`src/rtl/uart_receiver.sv`:
```
// rtl/uart_receiver.sv - 8N1 UART receive engine with mid-bit sampling and start-bit glitch rejection.
// Optional even parity (8E1) when UART_RX_PARITY_EN is defined.
module uart_receiver #(
    parameter int CLKS_PER_BIT = 217
) (
    input  logic       i_Clock,
    input  logic       i_Reset,
    input  logic       i_RX_Serial,
    output logic       o_RX_DV,
    output logic [7:0] o_RX_Byte,
    output logic       o_RX_Active,
    output logic       o_Frame_Err,
    output logic       o_Parity_Err
);

    localparam int CW = $clog2(CLKS_PER_BIT);
    localparam int HALF = (CLKS_PER_BIT - 1) / 2;
    localparam logic [CW-1:0] HALF_C = CW'(HALF);
    localparam logic [CW-1:0] LAST_C = CW'(CLKS_PER_BIT - 1);

    typedef enum logic [2:0] {
        IDLE,
        START,
        DATA,
`ifdef UART_RX_PARITY_EN
        PARITY,
`endif
        STOP,
        CLEANUP
    } state_t;

    state_t        state;
    logic          rx_meta;
    logic          rx_s;
    logic [CW-1:0] cnt;
    logic [2:0]    bit_idx;
    logic [7:0]    shift;
`ifdef UART_RX_PARITY_EN
    logic          parity_acc;
    logic          parity_bad;
    logic          parity_err_r;
    assign o_Parity_Err = parity_err_r;
`else
    assign o_Parity_Err = 1'b0;
`endif

    always_ff @(posedge i_Clock) begin
        if (i_Reset) begin
            rx_meta <= 1'b1;
            rx_s    <= 1'b1;
        end else begin
            rx_meta <= i_RX_Serial;
            rx_s    <= rx_meta;
        end
    end

    always_ff @(posedge i_Clock) begin
        if (i_Reset) begin
            state        <= IDLE;
            cnt          <= '0;
            bit_idx      <= '0;
            shift        <= '0;
            o_RX_Byte    <= 8'h00;
            o_RX_DV      <= 1'b0;
            o_Frame_Err  <= 1'b0;
            o_RX_Active  <= 1'b0;
`ifdef UART_RX_PARITY_EN
            parity_acc   <= 1'b0;
            parity_bad   <= 1'b0;
            parity_err_r <= 1'b0;
`endif
        end else begin
            o_RX_DV     <= 1'b0;
            o_Frame_Err <= 1'b0;
`ifdef UART_RX_PARITY_EN
            parity_err_r <= 1'b0;
`endif
            case (state)
                IDLE: begin
                    cnt     <= '0;
                    bit_idx <= '0;
                    if (!rx_s) begin
                        state       <= START;
                        o_RX_Active <= 1'b1;
`ifdef UART_RX_PARITY_EN
                        parity_acc  <= 1'b0;
                        parity_bad  <= 1'b0;
`endif
                    end
                end
                START: begin
                    if (cnt == HALF_C) begin
                        cnt <= '0;
                        // Line back high at mid-start means a glitch, not a frame.
                        if (rx_s) begin
                            state       <= IDLE;
                            o_RX_Active <= 1'b0;
                        end else begin
                            state <= DATA;
                        end
                    end else begin
                        cnt <= cnt + 1'b1;
                    end
                end
                DATA: begin
                    if (cnt == LAST_C) begin
                        cnt            <= '0;
                        shift[bit_idx] <= rx_s;
`ifdef UART_RX_PARITY_EN
                        parity_acc     <= parity_acc ^ rx_s;
`endif
                        if (bit_idx == 3'd7) begin
`ifdef UART_RX_PARITY_EN
                            state <= PARITY;
`else
                            state <= STOP;
`endif
                        end else begin
                            bit_idx <= bit_idx + 1'b1;
                        end
                    end else begin
                        cnt <= cnt + 1'b1;
                    end
                end
`ifdef UART_RX_PARITY_EN
                PARITY: begin
                    if (cnt == LAST_C) begin
                        cnt        <= '0;
                        parity_bad <= parity_acc ^ rx_s;
                        state      <= STOP;
                    end else begin
                        cnt <= cnt + 1'b1;
                    end
                end
`endif
                STOP: begin
                    if (cnt == LAST_C) begin
                        cnt <= '0;
                        if (rx_s) begin
                            state       <= IDLE;
                            o_RX_Active <= 1'b0;
`ifdef UART_RX_PARITY_EN
                            if (parity_bad) begin
                                parity_err_r <= 1'b1;
                            end else begin
                                o_RX_DV   <= 1'b1;
                                o_RX_Byte <= shift;
                            end
`else
                            o_RX_DV   <= 1'b1;
                            o_RX_Byte <= shift;
`endif
                        end else begin
                            o_Frame_Err <= 1'b1;
                            state       <= CLEANUP;
                        end
                    end else begin
                        cnt <= cnt + 1'b1;
                    end
                end
                CLEANUP: begin
                    // Wait out a break so a held-low line never starts a frame.
                    if (rx_s) begin
                        state       <= IDLE;
                        o_RX_Active <= 1'b0;
                    end
                end
                default: begin
                    state       <= IDLE;
                    o_RX_Active <= 1'b0;
                end
            endcase
        end
    end

endmodule

```
`config.mk`:
```
export PLATFORM = sky130hd
export DESIGN_NAME = uart_receiver
export DESIGN_NICKNAME = d
export VERILOG_FILES = /design/src/rtl/uart_receiver.sv
export SDC_FILE = /design/constraint.sdc
export NUM_CORES = 1
export LEC_CHECK = 0
export BUFFER_PORTS_ARGS = -buffer_cell sky130_fd_sc_hd__buf_2
export CAP_MARGIN = 20
export CORE_MARGIN = 5
export CORE_UTILIZATION = 55
export CTS_CLUSTER_SIZE = 12
export DETAILED_ROUTE_END_ITERATION = 8
export GPL_TIMING_DRIVEN = 1
export PLACE_DENSITY_LB_ADDON = 0.05
export SYNTH_ARGS = -nofsm -noshare
export SYNTH_HDL_FRONTEND = slang
export SYNTH_SLANG_ARGS = --single-unit
```
`constraint.sdc`:
```
create_clock -name i_Clock -period 2.15 [get_ports i_Clock]
set_clock_uncertainty 0.1 [all_clocks]
set_input_delay 0.1075 -clock i_Clock [delete_from_list [all_inputs] [get_ports i_Clock]]
set_output_delay 0.1075 -clock i_Clock [all_outputs]
set_load 0.02 [all_outputs]
```
==> metrics, run 1 <==
outcome complete, no violations; number of nets in the layout 220; io pins 15; pwr dens between 600 and 700 nW/um2; clock buffer depth 2; Area after DPL 1920 um2; Setup WS pre-CTS roughly 0.11 ns; CTS Sinks 35; RSZ-0062 raised after global routing no; warnings from Yosys 0; layout cell share with drive strength beyond 1 just under 20%; CTS tree done; largest net degree at the start of global routing 40; crit path cell chain inv_1 -> ha_2 -> and4_1 -> a211oi_2 -> buf_4 -> a2111oi_4 -> mux2_1; HP Start i_Reset; crit path max-delay cell type dfxtp_1; CP Class reg2reg; signal arrival time at the worst endpoint approximately 2.2 ns; CTS buffer count 5; period utilisation layout 95.4%; hpwl dp approximately 2500 um; required time of the worst setup path about 2.3 ns; routed len/inst 13.6 um; post-synthesis async set-or-reset flop share 0%; final setup TNS 0 ns; Final ANT Viol Nets 0; FF+latch count, synth 35; DRC 0; syn_nets 210; CP Capture Type register; clk slew on worst S/H paths roughly 0.11 ns; vias in the first global route 1358; syn avg cell area around 9.1 um2; Final Setup Violations 0; R2R setup slack around 0.1 ns; initial antenna violation count 0; worst-margin pin slew about 0.63 ns; die width 68.0 um; max incr delay on CP about 0.37 ns; number of iterations in the first detailed-routing pass 4; Setup crit start cnt[1]; # diodes 0; maximum VDD drop 0.381 mV; via count 1440; Filler Cell Count around 300; post-synthesis cell type count 46; Layout Cells excl Fill 260; worst setup margin 0.0995 ns; Root Buffer clkbuf_4; FMAX around 500 MHz; CP Max Fanout 11; design area slightly below 2000 um2; cell row count 21; Initial DRC Count 82; Syn Std Cell Area about 1800 um2; worst path bufs/invs 2; Overall Power between 1000 and 1500 uW; top cell family by delay on the critical path compound AO/OA/AOI/OAI gates; initial core utilization 56.3%; Die Area 4620 um2; port bufs 13; worst hold path type in2reg; routability congestion estimate 0.819; die height 68.0 um; Post-synth EDFFs 0; Cells after DPL 251; Lkg Pwr 0.000810 uW; Main synth FF type dfxtp_1; Max-Slew Margin vs Limit about 58%; GRT overflow 0; final wirelength approximately 3500 um; Critical Path Source Type register; Final Slew Violations 0; core area 3280 um2; FF-to-FF Start cnt[1]; final hold viol count 0; vias per inst approximately 5.5; first-pass GRT wire length 6330 um; Synth-to-Final Area Change 7.65%; sequential fraction of the synthesis area between 30 and 40%; Max Cap Viol 0; H-tree depth 2; Period minus WS final around 2.1 ns; clock insertion delay at the later pin of the skew report 0.34 ns; Total GRT Usage a little under a fifth; Synth Instances 203; number of buffers added for setup after CTS 0
[worst register-to-register path: stages, from the launching register on]
cell and delay [ns]:
dfxtp_1 0.37, inv_1 0.08, ha_2 0.21, and4_1 0.22, a211oi_2 0.06, buf_4 0.20, a2111oi_4 0.35, mux2_1 0.35
[cells in the final DEF, fill, tap and decap left out, drive strengths merged, types with 2 or more instances in the layout]
cell type / Yosys / routed
nand4: 2 / 2
nor3: 6 / 6
and2: 2 / 2
o31ai: 2 / 2
or3b: 2 / 2
o22ai: 6 / 6
nand3: 7 / 7
nand2: 14 / 14
o2bb2ai: 2 / 2
nor2: 17 / 17
nand3b: 3 / 3
a211oi: 7 / 7
or2: 3 / 3
buf: 12 / 20
mux2: 2 / 2
nor3b: 2 / 2
dfxtp: 35 / 35
nor4: 3 / 3
nand2b: 11 / 11
mux2i: 17 / 17
and4: 2 / 2
a21oi: 11 / 11
o21a: 2 / 2
clkbuf: 6 / 6
inv: 7 / 7
ha: 4 / 4
nor2b: 6 / 6
[cells in the mapped netlist (7+ instances only)]
master,instances,area share (%)
inv_1,7,1.4
dfxtp_1,35,38
nand3_1,7,1.9
nand2b_1,11,3.7
mux2i_1,17,9.2
nand2_1,13,2.6
a21oi_1,11,3.0
nor2_1,17,3.5
[registers in the layout, summed over array words and instances, names as in the netlist]
| name | flops |
|---|---|
| state | 3 |
| cnt | 8 |
| rx_meta | 1 |
| o_RX_Active | 1 |
| rx_s | 1 |
| shift | 8 |
| o_Frame_Err | 1 |
| o_RX_Byte | 8 |
| bit_idx | 3 |
| o_RX_DV | 1 |
[cells by family after synthesis]
kind of cell | share of synthesized area (%)
simple gates | 26.7
fa+ha+maj | 2.71
xor+xnor | 0.474
compound gates | 14.4
other cells | 0.203
flops | 37.9
mux | 10.6
buf+inv | 6.91
[metal layers]
metal  vias to the layer above  global-route usage [%]  part of all wire [%]
li1                        728                       -                     -
met4                         0                    7.94                   1.0
met2                        24                    27.9                    47
met1                       682                    23.1                    49
met3                         6                    5.25                   3.1
met5                         -                       0                     0
[layout make-up]
class | instances | area (um2) | area share (%)
Multi-Input combinational cell | 143 | 1020 | 51.4
Sequential cell | 35 | 702 | 35.3
Timing Repair Buffer | 21 | 128 | 6.42
Tap cell | 46 | 57.6 | 2.89
Clock buffer | 6 | 41.3 | 2.08
Inverter | 7 | 26.3 | 1.32
Clock inverter | 2 | 12.5 | 0.629
[stage by stage]
stage	hold slack (ns)	util (%)
after CTS	0.152	60.5
after floorplan	0.111	-
final	0.166	60.6
after global placement	0.192	58.5
after detailed placement	0.192	58.5
after global routing	0.189	60.6
[power breakdown]
| group | internal (uW) | total, uW | switching, uW | leakage [uW] |
|---|---|---|---|---|
| clock | 126 | 343 | 217 | 0.0000282 |
| combinational | 98.3 | 234 | 135 | 0.000498 |
| sequential | 674 | 706 | 32.1 | 0.000283 |
| total | 899 | 1280 | 385 | 0.000810 |
[worst paths after layout]
check                  to  depth (start not counted)
max           o_RX_Active                          7
min          o_RX_Byte[4]                          2
max reg2reg   o_RX_Active                          7
min reg2reg          rx_s                          1
[repair_timing]
action / in CTS / in global routing
hold buffers: 1 / 0
endpoints found under the hold margin: 1 / 0
setup endpoints to repair: 0 / 1
resized for setup: 0 / 2
Power figures use the tool's default switching activity.
==> inputs of run 2 (changes only) <==
- SETUP_SLACK_MARGIN: not set -> 0.1
==> run 2 against run 1 <==
  * Sequential share of layout area is 0.092 points lower
  * Highest routed layer unchanged
  * Sequential power about the same
  * Die area did not move
  * Clock-buffer cell count stayed put
  * First-iteration DRC count fell by 7.3%
  * Register-to-register slack improved by 0.10 ns
  * Non-clock buffer count stayed put
  * Combinational power up 5%
==> metrics, run 2 (synthesis results as in run 1) <==
final hold viol count 0; routed len/inst approximately 14 um; final setup TNS 0 ns; most frequent cells in the layout dfxtp_1, mux2i_1, nor2_1, nand2_1, buf_2; routability congestion estimate 0.819; CP Class reg2reg; RSZ-0062 raised after global routing no; GRT overflow 0; CTS buffer count 5; worst-margin pin slew 0.625 ns; crit path cell chain inv_1 -> ha_2 -> and4_1 -> nand2_2 -> a2111oi_4 -> mux2_4; vias per inst 5.49; commonest non-fill, non-tap cell in the layout dfxtp_1; die height just under 70 um; pwr dens around 650 nW/um2; number of iterations in the first detailed-routing pass 4; # diodes 0; Final Slew Violations 0; die width between 60 and 70 um; first-pass GRT wire length 6350 um; maximum VDD drop about 0.38 mV; FMAX slightly above 500 MHz; Synth-to-Final Area Change 8.12%; Layout Cells excl Fill 260; Period minus WS final between 1.5 and 2 ns; Max-Slew Margin vs Limit 58.4%; final core occ 60.8%; initial core utilization 56.3%; CP Capture Type register; Root Buffer clkbuf_4; WHS roughly 0.16 ns; port bufs 13; cell row count 21; vias in the first global route roughly 1400; Final ANT Viol Nets 0; final wirelength 3550 um; R2R setup slack 0.20 ns; Total GRT Usage 18.1%; Setup crit start cnt[1]; worst path bufs/invs 1; crit path max-delay cell type a2111oi_4; largest net degree at the start of global routing 40; H-tree depth 2; via count 1428; HP Start i_Reset; number of nets in the layout 220; io pins 15; number of buffers added for setup after CTS 0; clock buffer depth 2; core area approximately 3300 um2; CP Max Fanout 5; outcome complete, no violations; design area 2000 um2; hpwl dp 2470 um; initial antenna violation count 0; clock insertion delay at the later pin of the skew report 0.34 ns; Final Setup Violations 0; CTS tree done; Critical Path Source Type register; FF-to-FF Start cnt[1]; CTS Sinks 35; period utilisation layout 90.5%; biggest regs cnt (8), o_RX_Byte (8), shift (8); max incr delay on CP 0.40 ns; clk slew on worst S/H paths 0.11 ns; required time of the worst setup path 2.28 ns; Area after DPL 1920 um2; DRC 0; Max Cap Viol 0; Cells after DPL around 250; layout cell share with drive strength beyond 1 20.6%; worst hold path type in2reg; Lkg Pwr 0.000813 uW; Die Area 4620 um2; signal arrival time at the worst endpoint 2.07 ns; top cell family by delay on the critical path compound AO/OA/AOI/OAI gates; Initial DRC Count 76
==> run 2: what timing repair did <==
| action | in CTS | in global routing |
|---|---|---|
| pin swaps | 0 | 1 |
| hold buffers | 1 | 0 |
| setup endpoints to repair | 1 | 1 |
| endpoints found under the hold margin | 1 | 0 |
| gates resized for setup | 2 | 3 |
==> run 2: worst paths after layout <==
kind	cells after the start	end
setup / recovery	6	o_RX_Active
hold / removal	2	o_RX_Byte[4]
setup reg to reg	6	o_RX_Active
hold reg to reg	1	rx_s
==> run 2: through the flow <==
step,worst slack [ns],power (uW)
floorplan,0.239,909
global placement,0.182,940
detailed placement,0.108,947
CTS,0.109,1300
global route,0.130,1370
finish,0.204,1300
==> run 2: final cells by class <==
| class | instances | area (um2) |
|---|---|---|
| Clock buffer | 6 | 41.3 |
| Clock inverter | 2 | 12.5 |
| Fill cell | 306 | 1290 |
| Inverter | 7 | 26.3 |
| Multi-Input combinational cell | 143 | 1030 |
| Sequential cell | 35 | 703 |
| Tap cell | 46 | 57.6 |
| Timing Repair Buffer | 21 | 131 |
==> run 2: per-layer routing <==
layer | wire (um) | up-vias | part of all wire (%) | global-route usage (%)
met3 | 142 | 7 | 4.0 | 5.25
met4 | 55 | 0 | 1.6 | 7.44
li1 | - | 726 | - | -
met5 | 0 | - | 0 | 0
met2 | 1650 | 32 | 46 | 28.5
met1 | 1700 | 663 | 48 | 23.0
==> run 2: where the power goes <==
group,internal [uW],switching [uW],total (uW)
combinational,106,139,245
sequential,674,31.6,706
clock,126,219,346
